## src/rtl/div_sequencer_pkg.sv

```systemverilog
// Shared definitions for the RV32M divide sequencer: op encodings, FSM states, default width.
package div_sequencer_pkg;

  localparam int unsigned DIV_WIDTH = 32;

  typedef enum logic [1:0] {
    DIV_OP_DIV  = 2'b00,
    DIV_OP_DIVU = 2'b01,
    DIV_OP_REM  = 2'b10,
    DIV_OP_REMU = 2'b11
  } div_op_e;

  typedef enum logic [1:0] {
    ST_IDLE = 2'd0,
    ST_CALC = 2'd1,
    ST_DONE = 2'd2
  } div_state_e;

  function automatic logic op_is_signed(input div_op_e op);
    return ~op[0];
  endfunction

  function automatic logic op_is_rem(input div_op_e op);
    return op[1];
  endfunction

endpackage

```

## src/rtl/div_step.sv

```systemverilog
// One radix-2 restoring divide iteration: shift in the next dividend bit, trial subtract.
module div_step
  import div_sequencer_pkg::*;
#(
  parameter int unsigned WIDTH = DIV_WIDTH
) (
  input  logic [WIDTH-1:0] rem_in,
  input  logic [WIDTH-1:0] divisor,
  input  logic             msb_in,
  output logic [WIDTH-1:0] rem_out,
  output logic             q_bit
);

  logic [WIDTH:0] rem_sh;
  logic [WIDTH:0] diff;

  // rem_in < divisor always holds, so the borrow bit of the WIDTH+1 difference is the sign.
  always_comb begin
    rem_sh  = {rem_in, msb_in};
    diff    = rem_sh - {1'b0, divisor};
    q_bit   = ~diff[WIDTH];
    rem_out = q_bit ? diff[WIDTH-1:0] : rem_sh[WIDTH-1:0];
  end

endmodule

```

## src/rtl/div_sequencer.sv

```systemverilog
// RV32M DIV/DIVU/REM/REMU sequencer: stalls EX while a restoring divide iterates, then pulses done.
module div_sequencer
  import div_sequencer_pkg::*;
#(
  parameter int unsigned WIDTH = DIV_WIDTH
) (
  input  logic             clk,
  input  logic             rstN,
  input  logic             start,
  input  logic [1:0]       divOp,
  input  logic [WIDTH-1:0] dividend,
  input  logic [WIDTH-1:0] divisor,
  input  logic             flush,
  output logic             stall,
  output logic             busy,
  output logic             done,
  output logic [WIDTH-1:0] result
);

  localparam int unsigned CNT_W = $clog2(WIDTH);

  div_state_e       state_q, state_d;
  logic [CNT_W-1:0] cnt_q, cnt_d;
  logic [WIDTH-1:0] rem_q, rem_d;
  logic [WIDTH-1:0] quo_q, quo_d;
  logic [WIDTH-1:0] dvsr_q, dvsr_d;
  div_op_e          op_q, op_d;
  logic             neg_q_q, neg_q_d;
  logic             neg_r_q, neg_r_d;
  logic             busy_q, busy_d;
  logic             done_q, done_d;
  logic [WIDTH-1:0] result_q, result_d;

  logic             in_signed;
  logic             dvd_neg, dvs_neg;
  logic [WIDTH-1:0] dvd_abs, dvs_abs;
  logic             div_zero, sgn_ovf;
  logic [WIDTH-1:0] step_rem;
  logic             step_qbit;
  logic [WIDTH-1:0] q_fin, q_fix, r_fix;

  div_step #(.WIDTH(WIDTH)) u_step (
    .rem_in  (rem_q),
    .divisor (dvsr_q),
    .msb_in  (quo_q[WIDTH-1]),
    .rem_out (step_rem),
    .q_bit   (step_qbit)
  );

  // Operand preparation and special-case detection for the incoming op.
  always_comb begin
    in_signed = ~divOp[0];
    dvd_neg   = in_signed & dividend[WIDTH-1];
    dvs_neg   = in_signed & divisor[WIDTH-1];
    dvd_abs   = dvd_neg ? (WIDTH'(0) - dividend) : dividend;
    dvs_abs   = dvs_neg ? (WIDTH'(0) - divisor) : divisor;
    div_zero  = (divisor == '0);
    sgn_ovf   = in_signed && (dividend == {1'b1, {(WIDTH-1){1'b0}}}) && (divisor == '1);
  end

  // Final step's quotient/remainder with sign fix-up for signed ops.
  always_comb begin
    q_fin = {quo_q[WIDTH-2:0], step_qbit};
    q_fix = (op_is_signed(op_q) && neg_q_q) ? (WIDTH'(0) - q_fin) : q_fin;
    r_fix = (op_is_signed(op_q) && neg_r_q) ? (WIDTH'(0) - step_rem) : step_rem;
  end

  always_comb begin
    state_d  = state_q;
    cnt_d    = cnt_q;
    rem_d    = rem_q;
    quo_d    = quo_q;
    dvsr_d   = dvsr_q;
    op_d     = op_q;
    neg_q_d  = neg_q_q;
    neg_r_d  = neg_r_q;
    busy_d   = 1'b0;
    done_d   = 1'b0;
    result_d = result_q;
    case (state_q)
      ST_IDLE: begin
        if (start && !flush) begin
          op_d    = div_op_e'(divOp);
          neg_q_d = dvd_neg ^ dvs_neg;
          neg_r_d = dvd_neg;
          cnt_d   = '0;
          rem_d   = '0;
          quo_d   = dvd_abs;
          dvsr_d  = dvs_abs;
          if (div_zero) begin
            state_d  = ST_DONE;
            done_d   = 1'b1;
            result_d = divOp[1] ? dividend : '1;
          end else if (sgn_ovf) begin
            state_d  = ST_DONE;
            done_d   = 1'b1;
            result_d = divOp[1] ? '0 : dividend;
          end else begin
            state_d = ST_CALC;
            busy_d  = 1'b1;
          end
        end
      end
      ST_CALC: begin
        if (flush) begin
          state_d = ST_IDLE;
        end else begin
          rem_d = step_rem;
          quo_d = q_fin;
          cnt_d = cnt_q + CNT_W'(1);
          if (cnt_q == CNT_W'(WIDTH - 1)) begin
            state_d  = ST_DONE;
            done_d   = 1'b1;
            result_d = op_is_rem(op_q) ? r_fix : q_fix;
          end else begin
            busy_d = 1'b1;
          end
        end
      end
      ST_DONE: state_d = ST_IDLE;
      default: state_d = ST_IDLE;
    endcase
  end

  always_ff @(posedge clk or negedge rstN) begin
    if (!rstN) begin
      state_q  <= ST_IDLE;
      cnt_q    <= '0;
      rem_q    <= '0;
      quo_q    <= '0;
      dvsr_q   <= '0;
      op_q     <= DIV_OP_DIV;
      neg_q_q  <= 1'b0;
      neg_r_q  <= 1'b0;
      busy_q   <= 1'b0;
      done_q   <= 1'b0;
      result_q <= '0;
    end else begin
      state_q  <= state_d;
      cnt_q    <= cnt_d;
      rem_q    <= rem_d;
      quo_q    <= quo_d;
      dvsr_q   <= dvsr_d;
      op_q     <= op_d;
      neg_q_q  <= neg_q_d;
      neg_r_q  <= neg_r_d;
      busy_q   <= busy_d;
      done_q   <= done_d;
      result_q <= result_d;
    end
  end

  assign stall  = ((state_q == ST_IDLE) && start && !flush) || (state_q == ST_CALC);
  assign busy   = busy_q;
  assign done   = done_q;
  assign result = result_q;

endmodule

```

## config.mk

```make
export PLATFORM = sky130hd
export DESIGN_NAME = div_sequencer
export DESIGN_NICKNAME = d
export VERILOG_FILES = /design/src/rtl/div_sequencer_pkg.sv /design/src/rtl/div_step.sv /design/src/rtl/div_sequencer.sv
export SDC_FILE = /design/constraint.sdc
export NUM_CORES = 1
export LEC_CHECK = 0
export CORE_MARGIN = 2
export CORE_UTILIZATION = 57
export DETAILED_ROUTE_END_ITERATION = 10
export PLACE_DENSITY = 0.79
export SLEW_MARGIN = 15
export SYNTH_ARGS = -nofsm -noshare
export SYNTH_HDL_FRONTEND = slang
export SYNTH_SLANG_ARGS = --single-unit
```

## constraint.sdc

```tcl
create_clock -name clk -period 9.53 [get_ports clk]
set_clock_uncertainty 0.2 [all_clocks]
set_input_delay 0.953 -clock clk [delete_from_list [all_inputs] [get_ports clk]]
set_output_delay 0.953 -clock clk [all_outputs]
set_load 0.03 [all_outputs]
```

## Yosys cells after proc, flatten, opt, wreduce, memory -nomap -nowiden

Index checks and enable logic that the tools add are counted.

- Multiplexer cells: 41
- Bitwise logic cells: 6
- Equal/unequal tests: 9
- Reductions and logical operators: 16
- Add/subtract/negate cells: 6

Operators by type and width:

| kind | count |
|---|---|
| 32-bit 2-to-1 mux | 17 |
| 32-bit case mux with 2 select lines | 3 |
| 1-bit by 32-bit subtractor with 32-bit output, first input constant | 4 |
| 32-bit equality test, second input constant | 2 |
| 33-bit by 32-bit subtractor with 33-bit output | 1 |
| 32-bit zero test | 1 |
| 1-bit 2-to-1 mux | 10 |
| 2-bit 2-to-1 mux | 5 |
| 5-bit 2-to-1 mux | 2 |
| 5-bit case mux with 2 select lines | 1 |
| 1-bit logical AND | 7 |
| 2-bit != test, second input constant | 3 |
| 3-bit != test, second input constant | 2 |
| 5-bit by 1-bit adder with 5-bit output, second input constant | 1 |
| 5-bit equality test, second input constant | 1 |
| 5-bit AND reduction | 1 |
| 1-bit case mux with 2 select lines | 2 |
| 2-bit case mux with 2 select lines | 1 |
| 2-bit AND reduction | 2 |
| 1-bit inverter | 3 |
| 3-bit AND reduction | 1 |
| 1-bit bitwise AND | 2 |
| 2-bit by 1-bit equality test with 1-bit output, second input constant | 1 |
| 2-bit zero test | 1 |
| other kinds (4) | 4 |

- Bits in registers: 141
- Bits of input ports: 70

## Logic depth before layout (Yosys ltp)

- Depth in word-level cells: 8
- Gate-level depth with buffers: 24

## Modules after synthesis

Synthesis repeated with hierarchy kept, for this count alone.

- Cell total of the unflattened synthesis: 1424
- Area total of the unflattened synthesis: 11651.2 sq um

Modules (own cells, without submodules):

| module | cells each | area each (sq um) | seq. area each (sq um) | times used |
|---|---|---|---|---|
| div_sequencer | 1119 | 9292.7 | 3528.4 | 1 |
| div_step | 305 | 2358.5 | 0.0 | 1 |

## Worst setup path after synthesis

Ideal clock, no wire load.

- Kind: register to register
- From: reg rem_q[16]
- To: reg result_q[28], in the netlist result[28]
- Buffers on the path: 4
- Path slack: 4.867 ns
- Stages on the path, launching flop included: 23
- Data arrival time: 4.393 ns
- Library setup time: 0.069 ns
- Required time: 9.261 ns
- Cells stage by stage: dfrtp_1 -> ha_1 -> buf_2 -> a21oi_1 -> o21ai_1 -> a2111oi_2 -> o311a_1 -> a211oi_2 -> inv_2 -> buf_2 -> buf_2 -> buf_1 -> ha_1 -> nand2b_1 -> nor2_1 -> nand2_1 -> o21ai_1 -> nand2_1 -> xnor2_1 -> a211oi_1 -> o31ai_1 -> a221o_1 -> nand3_1

- Word-level cells in the longest chain between the ends: 8
- Elaborated cells between the ends (all ways): 11

Ends and longest elaborated chain:

| what | line | source |
|---|---|---|
| from (decl) | div_sequencer.sv:24 | `logic [WIDTH-1:0] rem_q, rem_d;` |
| from (signal assigned) | div_sequencer.sv:141 | `rem_q <= rem_d;` |
| 33-bit by 32-bit subtractor with 33-bit output | div_step.sv:20 | `diff = rem_sh - {1'b0, divisor};` |
| 32-bit 2-to-1 mux or 1-bit inverter (tied branches) | div_step.sv:22, div_step.sv:21 |  |
| 1-bit by 32-bit subtractor with 32-bit output, on equally long branches | div_sequencer.sv:65, div_sequencer.sv:64 |  |
| 32-bit 2-to-1 mux, on equally long branches | div_sequencer.sv:65, div_sequencer.sv:64 |  |
| 32-bit 2-to-1 mux * | div_sequencer.sv:114 | `result_d = op_is_rem(op_q) ? r_fix : q_fix;` |
| 32-bit 2-to-1 mux * | div_sequencer.sv:111 | `if (cnt_q == CNT_W'(WIDTH - 1)) begin` |
| 32-bit 2-to-1 mux * | div_sequencer.sv:105 | `if (flush) begin` |
| 32-bit case mux with 2 select lines * | div_sequencer.sv:80 | `case (state_q)` |
| to (signal assigned) | div_sequencer.sv:149 | `result_q <= result_d;` |
| to (decl) | div_sequencer.sv:32 | `logic [WIDTH-1:0] result_q, result_d;` |

Every way passes the cells marked *; elsewhere a longest branch is shown, timed or not. The select of a mux whose other input is x is not followed.
A chain may end at the register's enable or synchronous reset.

## Final worst setup path

- From: reg quo_q[31]
- To: reg result_q[28], in the netlist result[28]

- Word-level cells in the longest chain between the ends: 8
- Elaborated cells between the ends (all ways): 11

Ends and longest elaborated chain:

| what | line | source |
|---|---|---|
| from (decl) | div_sequencer.sv:25 | `logic [WIDTH-1:0] quo_q, quo_d;` |
| from (signal assigned) | div_sequencer.sv:142 | `quo_q <= quo_d;` |
| 33-bit by 32-bit subtractor with 33-bit output | div_step.sv:20 |  |
| 32-bit 2-to-1 mux or 1-bit inverter (tied branches) | div_step.sv:22, div_step.sv:21 |  |
| 1-bit by 32-bit subtractor with 32-bit output, on equally long branches | div_sequencer.sv:65, div_sequencer.sv:64 |  |
| 32-bit 2-to-1 mux, on equally long branches | div_sequencer.sv:65, div_sequencer.sv:64 |  |
| 32-bit 2-to-1 mux * | div_sequencer.sv:114 |  |
| 32-bit 2-to-1 mux * | div_sequencer.sv:111 |  |
| 32-bit 2-to-1 mux * | div_sequencer.sv:105 |  |
| 32-bit case mux with 2 select lines * | div_sequencer.sv:80 |  |

Marks and branches as above.

==> reports/qor.yml <==
ys_seq_area_frac: 0.299
fin_nets: 1721
max_stage_delay_ns: 0.65
numCtsBuffers: 17
io_pins: 105
p_leak_nw: 5.63
die_width_um: 148
min_period_over_period: 0.618
cts.repair.resized: 0
yosysWarnings: 0
critPathMaxFanout: 56
start_util: 0.582
synth_area_mm2: 0.0118
cpLargestDelayFamily: "compound AO/OA/AOI/OAI gates"
startpoint_type: "flip-flop"
via_per_inst: 6.45
final_max_slew_viol_count: 0
grt_max_degree: 76
port_buffers: 104
track_usage: 0.368
globalplace.congestion: 0.959
postRouteAntennaNets: 0
rows: 52
vias: 12200
cts_sinks: 141
drt_first_pass_iters: 6
clockRootBuffer: "clkbuf_16"
top_layer: "met5"
slowest_stage: "inv_2"
max-cap-violations: 0
cts_max_level: 4
status: "complete, no violations"
fill_cells: 1799
crit_required_ns: 9.71
hp-class: "reg -> reg"
ir_worst_vdd_v: 0.000226
drc: 0
synth_edf_count: 0
antenna_found_initial: 2
cp.arrival_ns: 6.07
hold_violations: 0
synthFlopType: "dfrtp_1"
crit_path_end_kind: "flip-flop"
cts_tree: "built"
fin_cells: 1894
met1Wirelength_um: 17600
drt-wirelength-per-cell_um: 21.1
async_reset_ff_frac: 1.00
hold_buffers: 0
hold_slack_ns: 0.279
syn_nets: 1674
ys_ff_latch: 141
fmax_ghz: 0.170
dieArea_mm2: 0.0218
drt-initial-drc-count: 1394
critPathKind: "reg -> reg"
core_mm2: 0.0202
syn_to_final_growth_pct: 14.8
path_clk_slew_ns: 0.07
pwr_density_cell_mw_per_mm2: 321
grt_overflow_total: 0
routed_wl_um: 39900
cts_setup_buffers: 0
met2_length_um: 17300
die_y_um: 148
synth_cell_types: 82
diodes: 0
route.met3.wl_um: 4110
slew_headroom: 0.257
rsz0062_at_grt: "false"
setup_violations: 0
insertion_delay_ns: 0.44
tns_ns: 0
cts.path.max_buffers: 2
syn_inst: 1564
drive_above_1_share: 0.0499
worst_pin_slew_ns: 1.11
grt_pass1_vias: 11300
worstPathCellList: "inv_1 -> ha_1 -> inv_1 -> fa_1 -> nand3_1 -> a21oi_1 -> o211a_1 -> o21ai_0 -> a211oi_4 -> buf_4 -> inv_2 -> ha_1 -> nand2b_1 -> nor2_1 -> nand2_1 -> o21ai_1 -> nand2_1 -> xnor2_1 -> a211oi_1 -> o31ai_1 -> a221o_1 -> nand3_1"
placed_cells: 1862
grt_pass1_wl_um: 62700
fin_crit_ns: 5.89
utilization: 0.669
post-dp-hpwl_um: 29900
avgSynthCellArea_um2: 7.53
path_buf_inv: 4
==> worst paths after layout <==
| check | startpoint | cells after the start | slack [ns] | to |
|---|---|---|---|---|
| max | quo_q[31] | 22 | 3.64 | result[28] |
| min | dvsr_q[19] | 2 | 0.28 | dvsr_q[19] |
| max reg2reg | quo_q[31] | 22 | 3.64 | result[28] |
| min reg2reg | dvsr_q[19] | 2 | 0.28 | dvsr_q[19] |
| max in group asynchronous | rstN | 2 | 7.33 | quo_q[29] |
| min in group asynchronous | rstN | 1 | 0.34 | dvsr_q[23] |
==> placed cells by master, fill, tap and decap left out, types with 6 or more instances in the layout <==
master and count:
clkdlybuf4s50_1 103, dfrtp_1 141, o41ai_1 7, mux2i_1 27, ha_1 39, xor2_1 46, nand3_1 20, buf_4 16
inv_1 57, o21ai_1 7, o211ai_1 15, o31ai_1 7, nand2_1 193, nor3b_1 6, nor4_1 14, and2_1 9
o21ai_0 184, a21oi_1 179, or3_1 28, nor3_1 54, clkbuf_16 17, nand2b_1 16, nand4_1 19, a21o_1 11
nor2b_1 10, a31oi_1 16, a221oi_1 8, xnor2_1 79, o22ai_1 8, and3_1 8, a211oi_1 20, nand3b_1 6
nor2_1 140
==> per-stage QoR <==
step                worst slack [ns]  power (W)  area, µm²
CTS                             3.78    0.00426      13500
global route                    3.24    0.00462      13500
finish                          3.64    0.00434      13500
detailed placement              3.75    0.00357      12900
global placement                3.76    0.00353      12900
floorplan                       4.87    0.00286      11800
==> layout make-up <==
type | instances | area (µm²) | share of cell area
Multi-Input combinational cell | 1273 | 7690 | 0.569
Sequential cell | 141 | 3530 | 0.261
Timing Repair Buffer | 120 | 1160 | 0.0859
Clock buffer | 18 | 439 | 0.0325
Tap cell | 270 | 338 | 0.0250
Inverter | 58 | 218 | 0.0161
Clock inverter | 14 | 149 | 0.0110
==> sequential cells by signal, indices dropped and copies added, names as in the netlist <==
name / flops
quo_q: 32
state_q: 2
neg_r_q: 1
result: 32
neg_q_q: 1
busy: 1
cnt_q: 5
rem_q: 32
done: 1
op_q: 2
dvsr_q: 32
==> power breakdown <==
group,internal (W),switching [W]
clock network,0.000376,0.000307
logic,0.000978,0.00178
registers,0.000727,0.000174
==> Yosys cell counts, drive strengths merged (20+ instances only) <==
library cell	n	area share
a211oi	23	0.016
a21oi	180	0.076
buf	28	0.011
clkbuf	64	0.020
dfrtp	141	0.30
ha	39	0.041
inv	58	0.018
mux2i	27	0.023
nand2	193	0.061
nand3	20	0.0085
nand4	20	0.011
nor2	141	0.045
nor3	55	0.024
o21ai	191	0.081
or3	29	0.016
xnor2	79	0.059
xor2	46	0.034
==> cell families after synthesis <==
logic type,synth area share
mux,0.0258
fa+ha+maj,0.0431
simple gates,0.223
compound gates,0.266
flops,0.299
xor+xnor,0.0929
buf+inv,0.0502
==> metal layers <==
metal	vias up	track usage
li1	5722	-
met1	5777	0.528
met2	643	0.549
met3	78	0.101
met4	2	0.0957
met5	-	0
==> tightest hold or removal path: stages, from the launching register on <==
cell and delay [ns]:
dfrtp_1 0.34, nand2_1 0.04, o21ai_0 0.06
(Power assumes the default switching activity.)
